$ cat src/rtl/phase_bank.sv
// Phase bank for a transducer array: calibration, shadow and active phase tables.
// Phase writes are calibrated through a two-stage pipeline into the shadow table.
// The shadow table is copied to the active table on a carrier-period tick once a
// commit has been requested.
module phase_bank #(
  parameter int unsigned N_CHANNELS  = 64,
  parameter logic [7:0]  COMMIT_ADDR = 8'hFF
) (
  input  logic                    clk,
  input  logic                    rst,
  input  logic [31:0]             latest_data,
  input  logic                    phase_parse_en,
  input  logic                    phase_calib_en,
  input  logic                    global_enable,
  input  logic                    period_tick,
  output logic [N_CHANNELS*8-1:0] phases_out,
  output logic [N_CHANNELS-1:0]   channel_en_out,
  output logic                    commit_pending,
  output logic [15:0]             commit_count,
  output logic                    addr_error
);

  logic [7:0] calib_q  [N_CHANNELS];
  logic [7:0] shadow_q [N_CHANNELS];
  logic [7:0] active_q [N_CHANNELS];

  logic       s1_valid_q, s1_commit_q;
  logic [7:0] s1_addr_q, s1_sum_q;

  logic                  pending_q, fresh_q;
  logic [15:0]           count_q;
  logic                  err_q;
  logic [N_CHANNELS-1:0] chen_q;

  logic [7:0] in_addr, in_phase, calib_sel;
  logic       in_commit, is_chan, err_now, commit_now;
  logic       unused_hi;

  assign in_addr   = latest_data[7:0];
  assign in_phase  = latest_data[15:8];
  assign unused_hi = ^latest_data[31:16];

  // Decode the incoming address and read the calibration entry for it.
  // calib_q in the strobe cycle already holds every calib write from earlier cycles
  // but not one strobed in this same cycle, which is exactly the visibility wanted.
  always_comb begin
    in_commit  = (in_addr == COMMIT_ADDR);
    is_chan    = ({24'd0, in_addr} < N_CHANNELS) && !in_commit;
    err_now    = (phase_parse_en && !is_chan && !in_commit) || (phase_calib_en && !is_chan);
    // A request that became pending at the previous edge must wait for a later tick.
    commit_now = period_tick && pending_q && !fresh_q;
    calib_sel  = '0;
    for (int unsigned i = 0; i < N_CHANNELS; i++) begin
      if (in_addr == 8'(i)) calib_sel = calib_q[i];
    end
  end

  // Calibration table and stage-1 pipeline register (address plus calibrated phase).
  always_ff @(posedge clk) begin
    if (rst) begin
      for (int unsigned i = 0; i < N_CHANNELS; i++) calib_q[i] <= '0;
      s1_valid_q  <= 1'b0;
      s1_commit_q <= 1'b0;
      s1_addr_q   <= '0;
      s1_sum_q    <= '0;
    end else begin
      if (phase_calib_en && is_chan) begin
        for (int unsigned i = 0; i < N_CHANNELS; i++) begin
          if (in_addr == 8'(i)) calib_q[i] <= in_phase;
        end
      end
      s1_valid_q  <= phase_parse_en && is_chan;
      s1_commit_q <= phase_parse_en && in_commit;
      s1_addr_q   <= in_addr;
      s1_sum_q    <= in_phase + calib_sel;
    end
  end

  // Stage 2: shadow write, and shadow-to-active copy on a qualifying tick.
  // The copy reads shadow_q, so a shadow write landing on the same edge is not included.
  always_ff @(posedge clk) begin
    if (rst) begin
      for (int unsigned i = 0; i < N_CHANNELS; i++) begin
        shadow_q[i] <= '0;
        active_q[i] <= '0;
      end
      count_q <= '0;
    end else begin
      if (s1_valid_q) begin
        for (int unsigned i = 0; i < N_CHANNELS; i++) begin
          if (s1_addr_q == 8'(i)) shadow_q[i] <= s1_sum_q;
        end
      end
      if (commit_now) begin
        for (int unsigned i = 0; i < N_CHANNELS; i++) active_q[i] <= shadow_q[i];
        count_q <= count_q + 16'd1;
      end
    end
  end

  // Commit request tracking, sticky address error and registered channel enables.
  always_ff @(posedge clk) begin
    if (rst) begin
      pending_q <= 1'b0;
      fresh_q   <= 1'b0;
      err_q     <= 1'b0;
      chen_q    <= '0;
    end else begin
      // Requests while already pending merge; one arriving on the commit edge re-arms.
      fresh_q <= s1_commit_q && (!pending_q || commit_now);
      if (s1_commit_q) begin
        pending_q <= 1'b1;
      end else if (commit_now) begin
        pending_q <= 1'b0;
      end
      if (err_now) err_q <= 1'b1;
      chen_q <= {N_CHANNELS{global_enable}};
    end
  end

  // Flatten the active table onto the output bus.
  always_comb begin
    phases_out = '0;
    for (int unsigned i = 0; i < N_CHANNELS; i++) phases_out[8*i +: 8] = active_q[i];
  end

  assign channel_en_out = chen_q;
  assign commit_pending = pending_q;
  assign commit_count   = count_q;
  assign addr_error     = err_q;

endmodule

$ cat config.mk
export PLATFORM = sky130hd
export DESIGN_NAME = phase_bank
export DESIGN_NICKNAME = d
export VERILOG_FILES = /design/src/rtl/phase_bank.sv
export SDC_FILE = /design/constraint.sdc
export NUM_CORES = 2
export LEC_CHECK = 0
export ABC_AREA = 1
export CAP_MARGIN = 15
export CORE_MARGIN = 4
export CORE_UTILIZATION = 53
export DETAILED_ROUTE_END_ITERATION = 8
export HOLD_SLACK_MARGIN = 0.08
export PLACE_DENSITY = 0.81
export SETUP_SLACK_MARGIN = 0.3
export SLEW_MARGIN = 20
export SYNTH_ARGS = -nofsm -noshare
export SYNTH_HDL_FRONTEND = slang
export SYNTH_SLANG_ARGS = --single-unit
export TNS_END_PERCENT = 10
$ cat constraint.sdc
create_clock -name clk -period 19.39 [get_ports clk]
set_input_delay 4.8475 -clock clk [delete_from_list [all_inputs] [get_ports clk]]
set_output_delay 4.8475 -clock clk [all_outputs]
set_load 0.02 [all_outputs]
==> impl_metrics.toml <==
[worst_setup_path]
crit_required_ns = 20.09
r2r_setup_slack_ns = 12.99
startpoint_type = "input pin"
critPathTopFamily = "simple AND/OR/NAND/NOR gates"
r2r_end = "s1_sum_q[7]$_SDFF_PP0_"
critPathMaxFanout = 16
r2r-start = "calib_q[0][9]$_SDFFCE_PN0P_"
cp-end-kind = "flip-flop"
critPathKind = "input pin to flip-flop"
ff2ff_path_depth = 69
crit_buf_inv = 3
crit_top_cell = "nand2_1"
slowest_stage = "clkdlybuf4s50_1"
cp_slowest_stage_delay_ns = 0.67
crit_arrival_ns = 12.33

[drt]
wl_mm = 162
drt-wirelength-per-cell_um = 22.1
via_count = 39100
first_pass_iters = 6
drt-initial-drc-count = 4535
drt-vias-per-instance = 5.32
drc_errors = 0
ant_nets = 0

[sta]
period_minus_slack_ns = 11.63
skew_ns = 0.0463
fmaxAchievable_mhz = 86.0
slew_headroom = 0.242
fin_ws_ns = 7.76
finalSetupTns_ns = 0
rsz0062_at_grt = "no"
hold_viol_final = 0
slew_viol_final = 0
worst_slew_pin_slew_ns = 1.14
finalCritPeriodShare = 0.600
setup_violations = 0

[cts]
cts.sinks = 1574
cts.path.max_buffers = 3
cts_buffers = 153
postCtsHoldBufs = 0
root_buffer = "clkbuf_16"
cts_tree = "yes"
clkLatencyLatePin_ns = 0.78
clkTransAtPathRegs_ns = 0.06
cts_setup_buffers = 0
cts_htree_levels = 4
cts_resized = 0

[synth]
synthCells = 5091
synth_edf_count = 1536
dominantRegCellSynth = "edfxtp_1"
seq_area_frac_synth = 0.764
avgSynthCellArea_um2 = 12.0
syn-num-nets = 5138
synth_cell_types = 33
synth_most_common_cell = "edfxtp_1"
synth-seq-cells = 1574
netlist_area_um2 = 61300
ys_async_sr_fraction = 0
yosysWarningCount = 0
synth.area.top_cells = "edfxtp_1 (75%), nor2_1 (7.3%), nand2_1 (5.3%)"
synth_top_area_share = 0.752
synth.largest_area_cell = "edfxtp_1"
synth_common_cells = "edfxtp_1 (1536), nor2_1 (1189), nand2_1 (862)"

[global_routing]
grt-busiest-layer = "met2"
grtUsageMet3 = 0.0620
antenna_found_initial = 3
overflow = 0
met1_usage = 0.308
grt_pass1_vias = 37900
grt_max_degree = 173
grt_pass1_wl_mm = 236
use_met2 = 0.451
track_usage = 0.264

[layout]
drive_above_1_share = 0.0810
post-route-cell-area_um2 = 73800
area.growth.synth_to_final_pct = 20.3
final_nets = 5749

[min_path]
min_to = "commit_count[15]$_SDFFE_PP0P_"
hold-path-cell-count = 1
hp-start = "commit_count[15]$_SDFFE_PP0P_"
min_path_type = "flip-flop to flip-flop"

[floorplanning]
fp-row-count = 124
die_h_um = 348
die-area_um2 = 121000
floorplan.initialDensity = 0.535
core_um2 = 115000
die_w_um = 348
ios = 632

[power]
power.density_nw_per_um2 = 100
leakagePower_nw = 27.9
ir_drop_mv = 0.0790

[place]
preCtsSetupSlack_ns = 7.27
gp_congestion = 0.888
io_buffers = 615
hpwl_mm = 104
place_area_um2 = 68800

[job]
drv_cap = 0

[status]
status = "complete, no violations"
==> metrics by stage <==
step                utilization  hold WS [ns]  total power, W  instances
finish                    0.644         0.476         0.00740       7343
global route              0.644         0.517         0.00762       7341
CTS                       0.644         0.480         0.00742       7341
detailed placement        0.600         0.447         0.00453       7059
global placement          0.600         0.441         0.00451       7059
floorplan                     -         0.421         0.00430       5091
==> cell families (layout without fill, tap and decap cells) <==
| group | Yosys count | count (layout) | share of synthesized area |
|---|---|---|---|
| AND/OR/NAND/NOR | 2352 | 2352 | 0.155 |
| buffers and inverters | 975 | 1713 | 0.0636 |
| other | 0 | 2 | 0 |
| AO/OA/AOI/OAI | 180 | 180 | 0.0150 |
| XOR/XNOR | 1 | 1 | 0.000143 |
| adder cells (fa/ha/maj) | 9 | 9 | 0.00196 |
| flip-flops | 1574 | 1574 | 0.764 |
==> cell usage in the layout (no fill, tap or decap), types with 4 or more instances in the layout <==
cell / synthesis / final
a21oi_1: 86 / 86
nand4_1: 37 / 37
nor2_2: 11 / 12
nor3_1: 16 / 16
nor2_1: 1189 / 1188
clkinv_2: 0 / 22
clkbuf_8: 0 / 4
inv_2: 10 / 16
or2_2: 160 / 160
nand3_1: 62 / 62
nand2_1: 862 / 851
edfxtp_1: 1536 / 1536
o21ai_0: 85 / 47
dfxtp_1: 38 / 37
clkbuf_16: 0 / 157
buf_4: 64 / 51
clkbuf_1: 145 / 49
clkdlybuf4s50_1: 0 / 614
clkinv_1: 5 / 28
inv_1: 747 / 741
clkinv_16: 0 / 6
ha_1: 8 / 8
nand2_2: 2 / 11
bufinv_16: 0 / 10
o21ai_1: 0 / 38
==> worst max path at each step <==
stage / start / endpoint / slack (ns) / cells after the start
finish: latest_data[5] / s1_sum_q[7]$_SDFF_PP0_ / 7.76 / 73
global route: latest_data[5] / s1_sum_q[7]$_SDFF_PP0_ / 7.05 / 73
CTS: latest_data[5] / s1_sum_q[7]$_SDFF_PP0_ / 7.91 / 73
detailed placement: latest_data[5] / s1_sum_q[7]$_SDFF_PP0_ / 7.27 / 71
global placement: latest_data[5] / s1_sum_q[7]$_SDFF_PP0_ / 7.47 / 71
floorplan: rst / active_q[0][0]$_SDFFCE_PN0P_ / 1.70 / 5
==> metal layers <==
| metal | vias to the layer above | share of wire |
|---|---|---|
| met1 | 18800 | 0.34 |
| met2 | 2232 | 0.50 |
| li1 | 17600 | - |
| met5 | - | 0 |
| met3 | 433 | 0.10 |
| met4 | 0 | 0.064 |
==> power breakdown <==
group	internal, W	switching [W]	total (W)
clock	0.00166	0.00128	0.00293
sequential	0.00393	0.0000624	0.00399
combinational	0.000136	0.000341	0.000477
total	0.00572	0.00168	0.00740
==> flip-flops by register name, summed over array words and instances (netlist names), 8 cells and up <==
register and count:
active_q 512, calib_q 512, s1_addr_q 8, commit_count 16, s1_sum_q 8, shadow_q 512
==> final cells by class <==
type / instances / area, um2
flip-flops and latches: 1574 / 46900
fillers: 7684 / 40800
multi-input cells: 2542 / 10600
repair buffers: 669 / 6590
clock buffers: 209 / 4150
inverters: 762 / 2870
well taps: 1512 / 1890
clock inverters: 73 / 818
diodes: 2 / 5.00
Note: power is estimated with default switching activity, not from simulation.
